==> src/rtl/regfile_2w_sb.sv <==
// Register file with two read ports, two write ports (A = writeback, B = load return),
// write-through bypass, and a per-register busy scoreboard for outstanding load returns.
module regfile_2w_sb #(
  parameter  int XLEN = 32,
  parameter  int NREG = 32,
  localparam int AW   = $clog2(NREG)
) (
  input  logic            CLK,
  input  logic            RST_N,
  input  logic [AW-1:0]   Rreg_addr1,
  input  logic [AW-1:0]   Rreg_addr2,
  output logic [XLEN-1:0] Rdata1,
  output logic [XLEN-1:0] Rdata2,
  output logic            Busy1,
  output logic            Busy2,
  input  logic            RegWrite,
  input  logic [AW-1:0]   Wreg_addr,
  input  logic [XLEN-1:0] Wdata,
  input  logic            RegWrite_B,
  input  logic [AW-1:0]   Wreg_addr_B,
  input  logic [XLEN-1:0] Wdata_B,
  input  logic            Issue,
  input  logic [AW-1:0]   Issue_addr,
  input  logic            Flush,
  output logic            Wr_conflict
);

  logic [XLEN-1:0] r_mem [NREG];
  logic [NREG-1:0] r_busy;
  logic            r_conflict;

  logic            w_wr_a;
  logic            w_wr_b;
  logic            w_conflict;
  logic            w_store_b;
  logic [AW-1:0]   w_raddr [2];
  logic [XLEN-1:0] w_rdata [2];
  logic            w_busy  [2];

  // Writes to register 0 are discarded up front, so r0 can never be stored, bypassed or conflict.
  assign w_wr_a     = RegWrite   && (Wreg_addr   != '0);
  assign w_wr_b     = RegWrite_B && (Wreg_addr_B != '0);
  assign w_conflict = w_wr_a && w_wr_b && (Wreg_addr == Wreg_addr_B);
  assign w_store_b  = w_wr_b && !w_conflict;

  always_ff @(posedge CLK or negedge RST_N) begin
    if (!RST_N) begin
      // NOTE: the array is cleared by the async reset, so it maps to flops (or a RAM with clear), never a plain RAM macro.
      for (int i = 0; i < NREG; i++) r_mem[i] <= '0;
    end else begin
      // NOTE: non-blocking assignments for all state so every flop samples pre-edge values.
      if (w_store_b) r_mem[Wreg_addr_B] <= Wdata_B;
      if (w_wr_a)    r_mem[Wreg_addr]   <= Wdata;
    end
  end

  // Scoreboard: a same-cycle issue outranks both flush and load-return clear.
  always_ff @(posedge CLK or negedge RST_N) begin
    if (!RST_N) begin
      r_busy <= '0;
    end else begin
      r_busy[0] <= 1'b0;
      for (int r = 1; r < NREG; r++) begin
        if (Issue && (Issue_addr == AW'(r)))
          r_busy[r] <= 1'b1;
        else if (Flush || (RegWrite_B && (Wreg_addr_B == AW'(r))))
          r_busy[r] <= 1'b0;
      end
    end
  end

  always_ff @(posedge CLK or negedge RST_N) begin
    if (!RST_N)          r_conflict <= 1'b0;
    else if (w_conflict) r_conflict <= 1'b1;
  end

  assign w_raddr[0] = Rreg_addr1;
  assign w_raddr[1] = Rreg_addr2;

  always_comb begin
    for (int p = 0; p < 2; p++) begin
      // NOTE: every output gets a default first, so no path leaves it unassigned and no latch is inferred.
      w_rdata[p] = r_mem[w_raddr[p]];
      w_busy[p]  = 1'b0;
      if (w_raddr[p] == '0)
        w_rdata[p] = '0;
      else if (w_wr_a && (Wreg_addr == w_raddr[p]))
        w_rdata[p] = Wdata;
      else if (w_wr_b && (Wreg_addr_B == w_raddr[p]))
        w_rdata[p] = Wdata_B;
      if (w_raddr[p] != '0)
        w_busy[p] = r_busy[w_raddr[p]] && !(w_wr_b && (Wreg_addr_B == w_raddr[p]));
    end
  end

  assign Rdata1      = w_rdata[0];
  assign Rdata2      = w_rdata[1];
  assign Busy1       = w_busy[0];
  assign Busy2       = w_busy[1];
  assign Wr_conflict = r_conflict;

endmodule

==> config.mk <==
export PLATFORM = sky130hd
export DESIGN_NAME = regfile_2w_sb
export DESIGN_NICKNAME = d
export VERILOG_FILES = /design/src/rtl/regfile_2w_sb.sv
export SDC_FILE = /design/constraint.sdc
export NUM_CORES = 2
export LEC_CHECK = 0
export ABC_CLOCK_PERIOD_IN_PS = 5900
export CORE_UTILIZATION = 45
export DETAILED_ROUTE_END_ITERATION = 6
export SLEW_MARGIN = 15
export SYNTH_ARGS = -nofsm -noshare
export SYNTH_HDL_FRONTEND = slang
export SYNTH_SLANG_ARGS = --single-unit
export TNS_END_PERCENT = 20
==> constraint.sdc <==
create_clock -name CLK -period 5.9 [get_ports CLK]
set_input_delay 1.18 -clock CLK [delete_from_list [all_inputs] [get_ports CLK]]
set_output_delay 1.18 -clock CLK [all_outputs]
set_load 0.02 [all_outputs]
# After elaboration in Yosys (flattened, before gate mapping)
# Cells that the tools add are included.
[totals] register_bits=1056 in_bits=95 output_inout_bits=67
[op_classes] magnitude_cmp=8 n_eq_ne=67 mux=88 bitwise_logic=4 n_reduce_logical=146
[op_table] cell="1024-bit bitwise mux" n=2
[op_table] cell="1024-bit 2-to-1 mux" n=2
[op_table] cell="32-bit 2-to-1 mux" n=12
[op_table] cell="32-bit binary-select mux with 5-bit select" n=2
[op_table] cell="32-bit demux with 5-bit select" n=2
[op_table] cell="5-bit equality test (second input constant)" n=32
[op_table] cell="5-bit by 4-bit equality test with 1-bit output (second input constant)" n=16
[op_table] cell="1-bit logical AND" n=75
[op_table] cell="1-bit 2-to-1 mux" n=66
[op_table] cell="2-bit nonzero test" n=31
[op_table] cell="5-bit by 3-bit equality test with 1-bit output (second input constant)" n=8
[op_table] cell="1-bit logical OR" n=31
[op_table] cell="5-bit equality test" n=5
[op_table] cell="6-bit greater-or-equal comparator (second input constant)" n=4
[op_table] cell="5-bit NOT with 6-bit output" n=4
[op_table] cell="5-bit by 2-bit equality test with 1-bit output (second input constant)" n=4
[op_table] cell="5-bit nonzero test" n=4
[op_table] cell="5-bit by 6-bit less-than comparator with 1-bit output (second input constant)" n=2
[op_table] cell="6-bit by 1-bit less-than comparator with 1-bit output (second input constant)" n=2
[op_table] cell="1-bit binary-select mux with 5-bit select" n=2
[op_table] cell="5-bit by 1-bit equality test with 1-bit output (second input constant)" n=2
[op_table] cell="5-bit logical NOT" n=2
[op_table] cell="1-bit logical NOT" n=3

# Longest topological paths before layout
[depth] word_depth=9 depth_mapped=11 depth_no_buf=6

# Least setup slack after synthesis
# OpenSTA, ideal clock, no wires.
[synth_path] path_kind="in2out" startpoint="input Rreg_addr1[1]" endpoint="output Rdata1[24]" arrival_ns=3.420 t_required_ns=4.720 path_slack_ns=1.300 cell_stages=7 n_path_buf=3 path_cell_list="clkbuf_1 buf_2 buf_1 mux4_2 mux2_2 a221oi_1 o21ai_0"
[synth_via] elab_chain_len=7 word_cells_on_any_way=12 cone_classes="2 x eq/ne; 6 x mux; 1 x bitwise; 3 x reduce/logical"
[synth_rtl] item="start: declaration" line_no="10" text="input logic [AW-1:0] Rreg_addr1,"
[synth_rtl] item="5-bit NOT with 6-bit output (not written as such)" line_no="83" text="w_rdata[p] = r_mem[w_raddr[p]];"
[synth_rtl] item="32-bit binary-select mux with 5-bit select" line_no="83"
[synth_rtl] item="32-bit 2-to-1 mux (not written as such) (2 in series)" line_no="83"
[synth_rtl] item="32-bit 2-to-1 mux" line_no="89" text="else if (w_wr_b && (Wreg_addr_B == w_raddr[p]))"
[synth_rtl] item="32-bit 2-to-1 mux" line_no="87" text="else if (w_wr_a && (Wreg_addr == w_raddr[p]))"
[synth_rtl] item="32-bit 2-to-1 mux (*)" line_no="85" text="if (w_raddr[p] == '0)"
[synth_rtl] item="end: declaration" line_no="12" text="output logic [XLEN-1:0] Rdata1,"
# Mark *: on every way between the ends. The rest lies on a longest branch, timed or not. The select of a mux whose other input is x is not followed.

# Worst setup path after layout
[layout_path] startpoint="input Wreg_addr[3]" endpoint="output Rdata2[31]"
[layout_via] elab_chain_len=5 word_cells_on_any_way=6 cone_classes="1 x eq/ne; 2 x mux; 3 x reduce/logical"
[layout_rtl] item="start: declaration" line_no="17" text="input logic [AW-1:0] Wreg_addr,"
[layout_rtl] item="5-bit nonzero test" line_no="41" text="assign w_wr_a = RegWrite && (Wreg_addr != '0);"
[layout_rtl] item="1-bit logical AND" line_no="41"
[layout_rtl] item="1-bit logical AND (*)" line_no="87"
[layout_rtl] item="32-bit 2-to-1 mux (*)" line_no="87"
[layout_rtl] item="32-bit 2-to-1 mux (*)" line_no="85"
[layout_rtl] item="end: declaration" line_no="13" text="output logic [XLEN-1:0] Rdata2,"
# Mark *: on every way between the ends. The rest lies on a longest branch, timed or not.

==> results.sh <==
export IMPL_status="finished with violations"
export IMPL_violations="negative setup slack"
export IMPL_root_buffer="clkbuf_16"
export IMPL_p_switching_mw=8.36
export IMPL_setup_tns_final_ps=-206
export IMPL_gp_congestion=0.984
export IMPL_multiInputGateArea_um2=37200
export IMPL_cts_tree="yes"
export IMPL_synth_top_area_share_pct=39.5
export IMPL_syn_area_um2=66800
export IMPL_core_area_um2=147000
export IMPL_syn_nets=6373
export IMPL_dr_pass1_iters=7
export IMPL_area_delta_synth_final_pct=12.1
export IMPL_worstPathRequired_ps=4720
export IMPL_cts_buffer_depth=3
export IMPL_power_frac_comb_pct=28.0
export IMPL_syn_area_per_cell_um2=10.6
export IMPL_ys_seq_area_share_pct=39.5
export IMPL_ant_nets=0
export IMPL_dp_slack_ps=-256
export IMPL_vias=55700
export IMPL_port_buffers=161
export IMPL_crit_arrival_ps=4840
export IMPL_num_rows=141
export IMPL_yosys_area_top_type="dfrtp_1"
export IMPL_antenna_found_initial=15
export IMPL_clk_latency_ps=760
export IMPL_htreeDepth=3
export IMPL_clkTransAtPathRegs_ps=60
export IMPL_synth_most_common_cell="dfrtp_1"
export IMPL_synth_ff_type="dfrtp_1"
export IMPL_start_kind="input pin"
export IMPL_max_cap_violations=0
export IMPL_intPower_mw=17.6
export IMPL_period_share_pct=102
export IMPL_min_period_ps=6020
export IMPL_hold_path_class="register to register"
export IMPL_ios=162
export IMPL_setup_violations=4
export IMPL_max_slew_margin_rel_pct=13.4
export IMPL_synth_edf_count=0
export IMPL_fin_worst_skew_ps=0
export IMPL_drc_errors=0
export IMPL_dieWidth_um=387
export IMPL_post_cts_buffers=0
export IMPL_postCtsHoldBufs=0
export IMPL_worstMarginPinSlew_ps=1300
export IMPL_wirelength_mm=289
export IMPL_p_clk_share_pct=30.7
export IMPL_nets=6203
export IMPL_cp_end_kind="output pin"
export IMPL_grt_pass1_vias=53100
export IMPL_synthTopCellsByCount="1056 x dfrtp_1, 1010 x mux2i_1, 988 x nor2_1"
export IMPL_track_usage_pct=37.9
export IMPL_grt_setup_unrepaired="no"
export IMPL_die_area_um2=150000
export IMPL_critical_path_class="input pin to output pin"
export IMPL_hold_violations=0
export IMPL_die_h_um=387
export IMPL_power_leakage_nw=29.4
export IMPL_dp_hpwl_mm=174
export IMPL_setup_ws_ps=-121
export IMPL_slew_violations=0
export IMPL_gr_total_overflow=0
export IMPL_synth_area_leaders="dfrtp_1 40%, mux4_2 18%, mux2i_1 15%"
export IMPL_synth_cells=6278
export IMPL_nFillCells=13100
export IMPL_ys_warn_count=0
export IMPL_start_util_pct=45.3
export IMPL_synth_cell_type_count=57
export IMPL_cts_buffers=120
export IMPL_vdd_ir_drop_worst_v=0.000262
export IMPL_holdWs_ps=396
export IMPL_max_freq_mhz=166
export IMPL_async_flop_share_pct=100
export IMPL_grt_pass1_wl_mm=407
export IMPL_ys_seq_elements=1056
export IMPL_wl_per_cell_um=35.4
export IMPL_vias_per_cell=6.84
export IMPL_cellPowerDensity_nw_per_um2=346
export IMPL_first_iter_violations=8697
export IMPL_grt_max_degree=133
export IMPL_crit_fanout=22
export IMPL_drive_above_1_share_pct=20.7
export IMPL_seqPwrFrac_pct=41.2
export IMPL_swShare_pct=32.2
export IMPL_ff_latch_area_um2=26400
export IMPL_clock_sink_count=1056
[flip-flops by register name (all words and copies together), names as in the netlist]
name         cells
Wr_conflict      1
r_busy          31
r_mem         1024
[placed cells by master, fill, tap and decap left out, types with 52 or more instances in the layout]
cell,instances
a21oi_1,933
a22oi_1,71
a31oi_1,52
buf_12,55
buf_4,310
clkbuf_16,120
clkdlybuf4s50_1,118
dfrtp_1,1056
mux2_2,75
mux2i_1,1010
mux4_2,543
nand2_1,207
nand3_1,62
nor2_1,982
o21ai_0,114
[logic make-up after synthesis]
group,share of synthesized area (%)
mux,34.7
xor+xnor,0.328
flops,39.5
simple gates,8.71
buf+inv,5.50
compound gates,11.2
[critical path, stage by stage]
cell	delay [ps]
clkdlybuf4s50_1	560
or4_4	490
o21ai_2	160
or4_4	200
buf_4	380
and3_1	790
a22oi_1	200
nand2_1	210
clkdlybuf4s50_1	650
[area by class of cell]
cell class | count | area share [%]
inverters | 8 | 0.0418
clock buffers | 173 | 4.70
repair buffers | 494 | 6.33
multi-input cells | 4428 | 49.6
well taps | 1930 | 3.22
flip-flops and latches | 1056 | 35.3
clock inverters | 43 | 0.790
diodes | 8 | 0.0267
[timing repair]
| item | CTS | global route |
|---|---|---|
| endpoints found under the setup margin | 1 | 5 |
| resized for setup | 2 | 4 |
| pin swaps | 0 | 1 |
| hold endpoints to repair | 0 | 0 |
[metrics by stage]
step / instance area [um2] / instances / util, % / power [mW]
3_5_place_dp: 70800 / 7916 / 48.0 / 17.8
2_1_floorplan: 66800 / 6278 / - / 15.2
3_3_place_gp: 70800 / 7916 / 48.0 / 17.6
6_report: 74900 / 8140 / 50.8 / 25.9
4_1_cts: 74900 / 8132 / 50.8 / 25.7
5_1_grt: 74900 / 8136 / 50.8 / 26.8
[path summary, 6_finish.rpt]
kind / startpoint / endpoint / slack, ps / cells past startpoint
worst min-delay path: r_mem[1009] / r_mem[1009] / 400 / 0
worst min register to register: r_mem[1009] / r_mem[1009] / 400 / 0
worst max register to register: r_busy[24] / r_busy[24] / 5010 / 3
max in group asynchronous: RST_N / r_mem[588] / 3980 / 2
worst max-delay path: Wreg_addr[3] / Rdata2[31] / -120 / 9
min in group asynchronous: RST_N / r_mem[859] / 430 / 1
[power by group through the flow]
stage / clock network, mW / logic (mW) / registers [mW]
final: 7.97 / 7.27 / 10.7
after global routing: 8.26 / 7.71 / 10.9
after CTS: 7.99 / 7.15 / 10.6
after detailed placement: 0 / 7.15 / 10.7
after global placement: 0 / 7.01 / 10.6
after floorplan: 0 / 5.07 / 10.2
[per-layer routing]
metal  GRT usage, %  routed length (um)
met1           49.1              104000
met2           54.1              122000
met3           11.1               37300
met4           27.8               25200
met5          0.383                  61
No activity file was read; power rests on OpenSTA's default activity.
==> edit, RTL diff (same flow settings) <==
Reset style: synchronous (`RST_N`), changed in 3 clocked blocks. Comments in the files are not updated.
--- a/src/rtl/regfile_2w_sb.sv
+++ b/src/rtl/regfile_2w_sb.sv
@@ -43,7 +43,7 @@
   assign w_conflict = w_wr_a && w_wr_b && (Wreg_addr == Wreg_addr_B);
   assign w_store_b  = w_wr_b && !w_conflict;
 
-  always_ff @(posedge CLK or negedge RST_N) begin
+  always_ff @(posedge CLK) begin
     if (!RST_N) begin
       // NOTE: the array is cleared by the async reset, so it maps to flops (or a RAM with clear), never a plain RAM macro.
       for (int i = 0; i < NREG; i++) r_mem[i] <= '0;
@@ -55,7 +55,7 @@
   end
 
   // Scoreboard: a same-cycle issue outranks both flush and load-return clear.
-  always_ff @(posedge CLK or negedge RST_N) begin
+  always_ff @(posedge CLK) begin
     if (!RST_N) begin
       r_busy <= '0;
     end else begin
@@ -69,7 +69,7 @@
     end
   end
 
-  always_ff @(posedge CLK or negedge RST_N) begin
+  always_ff @(posedge CLK) begin
     if (!RST_N)          r_conflict <= 1'b0;
     else if (w_conflict) r_conflict <= 1'b1;
   end
Check against the original RTL: not settled (the Yosys comparison gave no result); the edit may change what the design does.
==> edit against the unedited design <==
  * Sequential cell count stayed put
  * Critical path type unchanged
  * Synthesized area shrank 7.2%
  * Cell area down 5.9%
  * Cell count is 24% lower
  * Wire length fell by 3.6%
  * Worst setup slack improved by 0.20 ns
  * Clock skew unchanged
  * Die area decreased by 7.2%
  * Utilization grew 1.0 points
Power is not compared: it rests on default switching activity, and its combinational part moved more than twofold at a synthesized area within 25%.
==> edit: results <==
group,metric,value,unit
timing,timing.slew.headroom,17.20,%
global_routing,antenna_found_initial,22,
yosys,synth.area.mux_share,22.62,%
drt,met1_length,95840,um
drt,wl_per_cell,45.15,um
yosys,syn_inst,4301,
yosys,async_flop_share,0,%
yosys,ys_seq_area_share,50.64,%
placement,post-place-ws,0.06026,ns
yosys,synth-edff-count,1024,
pwr,worst_ir_drop_vdd,0.2624,mV
drt,routed_wl,278100,um
worst_setup_path,crit_family,"buffers and inverters",
drt,wl_met3,42940,um
yosys,ys_top_cells_by_area,"edfxtp_1, mux4_2, a22o_1",
finish,final_nets,4375,
placement,dp_cells,5944,
worst_setup_path,cp.arrival,4.64,ns
global_routing,grt_pass1_wl,376200,um
finish,fill_cells,11110,
yosys,yosys-top-cells-count,"edfxtp_1, a22o_1, mux4_2",
worst_setup_path,slowest_delay,0.75,ns
drt,drt_pass1_iterations,6,
global_routing,grt_pass1_vias,46200,
timing,report.final.slew_viol_count,0,
global_routing,grt_max_degree,62,
clocking,cts_buffers,114,
outcome,status,"finished clean",
placement,place_congestion,0.9793,
drt,wl_met2,117300,um
placement,dp_hpwl,164700,um
finish,drive_above_1_share,28.51,%
yosys,synth.distinct_cells,75,
yosys,synth_compound_area_share,18.12,%
drt,vias,48730,
global_routing,grt_use_total,39.08,%
edit: changes by cell type in the layout (fill, tap and decap cells not counted), moves of 40 or more:
cell,before,now
o21ai_0,114,48
a31oi_1,52,11
o22ai_1,48,89
nand2_1,207,81
dfrtp_1,1056,0
a21oi_1,933,50
a22oi_1,71,2
a22o_1,1,992
nand3_1,62,22
edfxtp_1,0,1024
nor2_1,982,86
mux2i_1,1010,170
edit: logic make-up after synthesis:
kind of cell              Yosys count
xor gates and xnor gates           25
other                               1
and+or+nand+nor                   424
DFF                              1056
AOI/OAI and AO/OA                1359
buffers and inverters             695
muxes                             741
edit: layer usage:
| layer | track usage [%] | vias up |
|---|---|---|
| li1 | - | 18060 |
| met1 | 49.68 | 24850 |
| met2 | 55.99 | 4677 |
| met3 | 13.96 | 1119 |
| met4 | 26.21 | 26 |
| met5 | 0.8576 | - |
edit: final cells by class:
class                      instances  area (um2)  area share (%)
antenna                            6       15.01         0.02131
clock buffer                     140        3014           4.278
clock inverter                    70       758.2           1.076
inverter                          22       85.08          0.1208
multi-input combinational       2581       28280           40.14
sequential                      1056       31390           44.55
tap                             1781        2228           3.163
timing repair buffer             505        4684           6.649
edit: path summary, 6_finish.rpt:
kind / from / endpoint / slack [ns] / cells after the start
hold reg to reg: r_busy[27] / r_busy[27] / 0.52 / 2
setup / recovery: Wreg_addr[2] / Rdata1[8] / 0.08 / 8
setup reg to reg: r_busy[29] / r_busy[29] / 5.00 / 3
hold / removal: r_busy[27] / r_busy[27] / 0.52 / 2
edit: report_power, final:
group          internal [mW]  switching, mW  leakage [nW]
Combinational           1.24           1.94          11.9
Sequential              8.66          0.216          10.0
Clock                   4.20           3.24          1.83
Total                   14.1           5.39          23.8
